[config.mk]
export PLATFORM = sky130hd
export DESIGN_NAME = oam_dma_ctrl_flat
export DESIGN_NICKNAME = d
export VERILOG_FILES = /design/src/rtl/nes_bus_pkg.sv /design/src/rtl/oam_dma_ctrl_if.sv /design/src/rtl/oam_dma_ctrl.sv /design/src/flat_wrapper.sv
export SDC_FILE = /design/constraint.sdc
export NUM_CORES = 1
export LEC_CHECK = 0
export ABC_AREA = 1
export CORE_AREA = 8 8 78 80
export CTS_CLUSTER_SIZE = 10
export DETAILED_ROUTE_END_ITERATION = 8
export DIE_AREA = 0 0 86 88
export PLACE_DENSITY = 0.73
export RECOVER_POWER = 25
export SKIP_CTS_REPAIR_TIMING = 1
export SLEW_MARGIN = 10
export SYNTH_ARGS = -nofsm -noshare
export SYNTH_HDL_FRONTEND = slang
export SYNTH_SLANG_ARGS = --single-unit
[constraint.sdc]
create_clock -name clk_cpu -period 3.2 [get_ports clk_cpu]
set_clock_uncertainty 0.2 [all_clocks]
set_input_delay 0.64 -clock clk_cpu [delete_from_list [all_inputs] [get_ports clk_cpu]]
set_output_delay 0.64 -clock clk_cpu [all_outputs]
set_load 0.005 [all_outputs]
[src/rtl/nes_bus_pkg.sv]
// Shared CPU-bus constants and the sprite DMA state encoding.
// Used by the OAM DMA controller and by anything that must agree on its register addresses.
package nes_bus_pkg;

    localparam logic [15:0] DMA_REG_ADDR = 16'h4014;
    localparam logic [15:0] OAMDATA_ADDR = 16'h2004;

    localparam int unsigned ADDR_W  = 16;
    localparam int unsigned DATA_W  = 8;
    localparam int unsigned DMA_LEN = 256;
    localparam int unsigned IDX_W   = $clog2(DMA_LEN);
    localparam int unsigned PAGE_W  = ADDR_W - IDX_W;

    typedef enum logic [2:0] {
        IDLE,
        REQ,
        ALIGN,
        READ,
        WRITE
    } oam_dma_state_t;

endpackage

[src/rtl/oam_dma_ctrl_if.sv]
// CPU-core / CPU-bus signal bundle seen by the sprite DMA controller.
// The master modport is the DMA controller; the slave modport is the CPU core plus bus mux side.
interface oam_dma_ctrl_if;
    import nes_bus_pkg::*;

    logic [ADDR_W-1:0] cpu_addr;
    logic              cpu_rw;
    logic [DATA_W-1:0] cpu_dout;
    logic [DATA_W-1:0] bus_din;

    logic              rdy;
    logic              dma_active;
    logic [ADDR_W-1:0] dma_addr;
    logic              dma_rw;
    logic [DATA_W-1:0] dma_dout;

    modport master (
        input  cpu_addr,
        input  cpu_rw,
        input  cpu_dout,
        input  bus_din,
        output rdy,
        output dma_active,
        output dma_addr,
        output dma_rw,
        output dma_dout
    );

    modport slave (
        output cpu_addr,
        output cpu_rw,
        output cpu_dout,
        output bus_din,
        input  rdy,
        input  dma_active,
        input  dma_addr,
        input  dma_rw,
        input  dma_dout
    );

endinterface

[src/rtl/oam_dma_ctrl.sv]
// Sprite (OAM) DMA controller: a $4014 write halts the CPU and copies one 256-byte page
// to OAMDATA using alternating get/put cycles. All outputs are registered.
module oam_dma_ctrl
    import nes_bus_pkg::*;
(
    input  logic           clk_cpu,
    input  logic           rst_cpu,
    oam_dma_ctrl_if.master bus
);

    oam_dma_state_t    r_state;
    logic              r_put;
    logic [IDX_W-1:0]  r_idx;
    logic [PAGE_W-1:0] r_page;
    logic [DATA_W-1:0] r_data;
    logic              r_rdy;
    logic              r_active;
    logic [ADDR_W-1:0] r_addr;
    logic              r_rw;

    oam_dma_state_t    w_state_nxt;
    logic [IDX_W-1:0]  w_idx_nxt;
    logic [PAGE_W-1:0] w_page_nxt;
    logic [DATA_W-1:0] w_data_nxt;
    logic              w_rdy_nxt;
    logic              w_active_nxt;
    logic [ADDR_W-1:0] w_addr_nxt;
    logic              w_rw_nxt;
    logic              w_start;
    logic              w_last;

    assign w_start = (bus.cpu_addr == DMA_REG_ADDR) && !bus.cpu_rw;
    assign w_last  = (r_idx == IDX_W'(DMA_LEN - 1));

    // Next-state and next-output logic; outputs are derived from the state being entered.
    always_comb begin
        w_state_nxt = r_state;
        w_idx_nxt   = r_idx;
        w_page_nxt  = r_page;
        w_data_nxt  = r_data;

        unique case (r_state)
            IDLE: begin
                if (w_start) begin
                    w_page_nxt  = PAGE_W'(bus.cpu_dout);
                    w_idx_nxt   = '0;
                    w_state_nxt = REQ;
                end
            end
            REQ: begin
                // CPU write cycles ignore RDY, so the halt only lands on a read cycle.
                if (bus.cpu_rw) begin
                    w_state_nxt = r_put ? READ : ALIGN;
                end
            end
            ALIGN: begin
                w_state_nxt = READ;
            end
            READ: begin
                w_data_nxt  = bus.bus_din;
                w_state_nxt = WRITE;
            end
            WRITE: begin
                if (w_last) begin
                    w_idx_nxt   = '0;
                    w_state_nxt = IDLE;
                end else begin
                    w_idx_nxt   = r_idx + IDX_W'(1);
                    w_state_nxt = READ;
                end
            end
            default: begin
                w_state_nxt = IDLE;
            end
        endcase

        w_rdy_nxt    = (w_state_nxt == IDLE);
        w_active_nxt = (w_state_nxt == READ) || (w_state_nxt == WRITE);
        w_rw_nxt     = (w_state_nxt != WRITE);
        w_addr_nxt   = '0;
        if (w_state_nxt == READ) begin
            w_addr_nxt = {w_page_nxt, w_idx_nxt};
        end else if (w_state_nxt == WRITE) begin
            w_addr_nxt = OAMDATA_ADDR;
        end
    end

    // State and output registers; put parity runs freely in every state.
    always_ff @(posedge clk_cpu) begin
        if (rst_cpu) begin
            r_state  <= IDLE;
            r_put    <= 1'b0;
            r_idx    <= '0;
            r_page   <= '0;
            r_data   <= '0;
            r_rdy    <= 1'b1;
            r_active <= 1'b0;
            r_addr   <= '0;
            r_rw     <= 1'b1;
        end else begin
            r_state  <= w_state_nxt;
            r_put    <= ~r_put;
            r_idx    <= w_idx_nxt;
            r_page   <= w_page_nxt;
            r_data   <= w_data_nxt;
            r_rdy    <= w_rdy_nxt;
            r_active <= w_active_nxt;
            r_addr   <= w_addr_nxt;
            r_rw     <= w_rw_nxt;
        end
    end

    assign bus.rdy        = r_rdy;
    assign bus.dma_active = r_active;
    assign bus.dma_addr   = r_addr;
    assign bus.dma_rw     = r_rw;
    assign bus.dma_dout   = r_data;

endmodule

[src/flat_wrapper.sv]
// flat-port wrapper written by rule: the top's interface ports become plain ports
module oam_dma_ctrl_flat import nes_bus_pkg::*;
  (clk_cpu, rst_cpu, bus_cpu_addr, bus_cpu_rw, bus_cpu_dout, bus_bus_din, bus_rdy, bus_dma_active, bus_dma_addr, bus_dma_rw, bus_dma_dout);
  oam_dma_ctrl_if bus_i ();
  input  logic clk_cpu;
  input  logic rst_cpu;
  input wire logic [$bits(bus_i.cpu_addr)-1:0] bus_cpu_addr;
  input wire logic [$bits(bus_i.cpu_rw)-1:0] bus_cpu_rw;
  input wire logic [$bits(bus_i.cpu_dout)-1:0] bus_cpu_dout;
  input wire logic [$bits(bus_i.bus_din)-1:0] bus_bus_din;
  output wire logic [$bits(bus_i.rdy)-1:0] bus_rdy;
  output wire logic [$bits(bus_i.dma_active)-1:0] bus_dma_active;
  output wire logic [$bits(bus_i.dma_addr)-1:0] bus_dma_addr;
  output wire logic [$bits(bus_i.dma_rw)-1:0] bus_dma_rw;
  output wire logic [$bits(bus_i.dma_dout)-1:0] bus_dma_dout;
  assign bus_i.cpu_addr = bus_cpu_addr;
  assign bus_i.cpu_rw = bus_cpu_rw;
  assign bus_i.cpu_dout = bus_cpu_dout;
  assign bus_i.bus_din = bus_bus_din;
  assign bus_rdy = bus_i.rdy;
  assign bus_dma_active = bus_i.dma_active;
  assign bus_dma_addr = bus_i.dma_addr;
  assign bus_dma_rw = bus_i.dma_rw;
  assign bus_dma_dout = bus_i.dma_dout;
  oam_dma_ctrl u_core (.clk_cpu(clk_cpu), .rst_cpu(rst_cpu), .bus(bus_i));
endmodule
==> summary.md <==
| Metric | Value |
|---|---|
| Final setup viols | 0 |
| Die height | between 80 and 90 um |
| Synthesized area | 2000 um^2 |
| Net Count, Synth | a little over 300 |
| Post-synth EDFFs | 0 |
| Seq/Total Area, Yosys | 47.1% |
| Status | complete, no violations |
| Setup crit end kind | flop |
| Final #Nets | 369 |
| Starting Density | between 40 and 50% |
| # IOs | 62 |
| Synth cell types | 27 |
| Critical path class | input pin to flop |
| Clock transition at path regs | 0.08 ns |
| Crit path max fanout | 16 |
| Area Growth Syn to Fin | 37.4% |
| Violation count after the first detailed-route iteration | 82 |
| Lkg Pwr | 1.22 nW |
| WP data required | 3.18 ns |
| Clock tree buffer depth | 2 |
| Hold_ws | about 0.23 ns |
| CTS buffer count | 5 |
| Die X-Extent | 86 um |
| Startpoint Class | input pin |
| Number of global-route vias before repair | 1882 |
| Setup TNS Final | 0 ns |
| Dpl ws | 0.532 ns |
| Drt total wl | roughly 4700 um |
| Mean Syn Cell Area | 7.42 um^2 |
| Synthesized flop and latch total | 47 |
| Yosys top cell area share | 47.1% |
| Worst endpoint data arrival time | 2.68 ns |
| Yosys warning total | 0 |
| Hpwl dp | 3620 um |
| Largest net degree at the start of global routing | 18 |
| Core area | 4910 um^2 |
| Final min period | 2.70 ns |
| VDD IR-drop max | 280 uV |
| Final GP Congestion | roughly 0.85 |
| Routed Antenna Nets | 0 |
| Final Hold Viols | 0 |
| Vias/cell | 4.53 |
| DIE AREA | 7570 um^2 |
| Worst-Skew Late Latency | 0.29 ns |
| Sinks on Clock Net | 47 |
| Aggregate global-route resource usage | 13.5% |
| RSZ-0062 raised after global routing | false |
| Max Slew Vio Count | 0 |
| Measured slew at the worst slew-check pin | 0.772 ns |
| Critical path cell sequence | clkdlybuf4s50_1 -> clkbuf_1 -> inv_1 -> nand3_4 -> o21ai_0 |
| CP Buf/Inv Count | 3 |
| Port-buffer cells | a little over 60 |
| Wire length per cell | 11.6 um |
| Antenna Cells | 0 |
| PwrDens | 358 nW/um^2 |
| Initial antenna violation count | 0 |
| Rows | 26 |
| Primary FF master, synth | dfxtp_1 |
| Period utilisation layout | 84.4% |
| Min-delay worst type | flop to flop |
| # H-tree levels | 2 |
| Max-Cap Viols | 0 |
| Normalized max-slew margin | 48.5% |
| CTS tree | built |
| GRT Residual Overflow | 0 |
| Cells after synthesis | 269 |
| Post-synthesis async set-or-reset flop share | 0% |
| 1st-pass router iterations | 4 |
| Post-synth top area cell | dfxtp_1 |
| Clk root buf | clkbuf_8 |
| DRC errors left | 0 |
| First-pass GRT wire length | roughly 8200 um |
| Vias | 1832 |
| Cell family with most CP delay | buffers and inverters |
| Delay of the slowest cell on the worst path | 0.59 ns |
| R2R Setup Slk | 1.33 ns |
| Synth top area cells | dfxtp_1 47%, nor2_1 11%, nand2_1 9.6% |
| Share of cells above drive strength 1 | 8.68% |
| Slowest CP cell | clkbuf_1 |
| Highest clock rate | 0.370 GHz |
| Setup ws final | 0.500 ns |
through the flow:
step           instances  power [mW]  instance area (um^2)  util (%)
6_report             404       0.981                  2740      55.8
5_1_grt              404        1.03                  2740      55.8
4_1_cts              404       0.995                  2750      55.9
3_5_place_dp         396       0.663                  2670      54.3
3_3_place_gp         396       0.662                  2670      54.3
2_1_floorplan        269       0.614                  2000         -
state kept, by name (all words and copies together) (netlist names):
signal / cells
u_core.bus.dma_rw: 1
u_core.r_state: 3
u_core.bus.dma_addr: 16
u_core.r_put: 1
u_core.bus.dma_active: 1
u_core.bus.rdy: 1
u_core.bus.dma_dout: 8
u_core.r_idx: 8
u_core.r_page: 8
kinds of logic (layout without fill, tap and decap cells):
kind of cell | Yosys count | count (layout) | synth area share (%)
and+or+nand+nor | 148 | 148 | 34.9
DFF | 47 | 47 | 47.1
buffers and inverters | 43 | 108 | 8.90
adders and majority gates | 1 | 1 | 0.627
AOI/OAI and AO/OA | 30 | 30 | 8.46
Yosys cell counts (2+ instances only):
cell and instances:
o21ai_0 13, buf_6 2, nand3_4 2, nand2_1 51, inv_2 3, clkbuf_1 2, nor2_2 5, nand2_2 3
nor2_4 4, dfxtp_1 47, inv_1 35, or2_2 2, a21oi_1 7, nor3_1 3, nor2_1 58, nand3_1 13
o21ai_1 6, nand4_1 4
cell usage in the layout (no fill, tap or decap), drive strengths merged:
master         count
o21bai             1
clkbuf             8
ha                 1
inv               38
nand2             54
nor3b              1
clkinv             1
clkdlybuf4s50     48
nor3               5
nand4              4
or2                2
nand3             15
a21oi              9
dfxtp             47
nor2              67
o21ai             19
dlygate4sd3       13
a31oi              1
metal layers:
metal / vias up / track usage [%] / wire, um
met5: - / 0 / 0
met4: 0 / 4.30 / 49
met3: 6 / 4.50 / 304
met2: 54 / 23.7 / 2250
met1: 807 / 15.0 / 2080
li1: 965 / - / -
area by class of cell:
| class | instances | area [um^2] |
|---|---|---|
| fill | 463 | 2170 |
| sequential | 47 | 941 |
| multi-input combinational | 179 | 875 |
| timing repair buffer | 62 | 614 |
| inverter | 38 | 143 |
| tap | 70 | 87.6 |
| clock buffer | 7 | 76.3 |
| clock inverter | 1 | 5.00 |
power by group:
part | switching [mW] | internal (mW)
registers | 0.000489 | 0.585
logic | 0.0214 | 0.0414
clock network | 0.179 | 0.153
total | 0.201 | 0.780
path summary, 6_finish.rpt:
check | start | endpoint | cells after the start
min reg2reg | u_core.r_put | u_core.r_put | 1
max | rst_cpu | u_core.bus.dma_addr[13] | 5
max reg2reg | u_core.r_idx[0] | u_core.bus.dma_addr[13] | 8
min | u_core.r_put | u_core.r_put | 1
No activity file was read; power rests on OpenSTA's default activity.
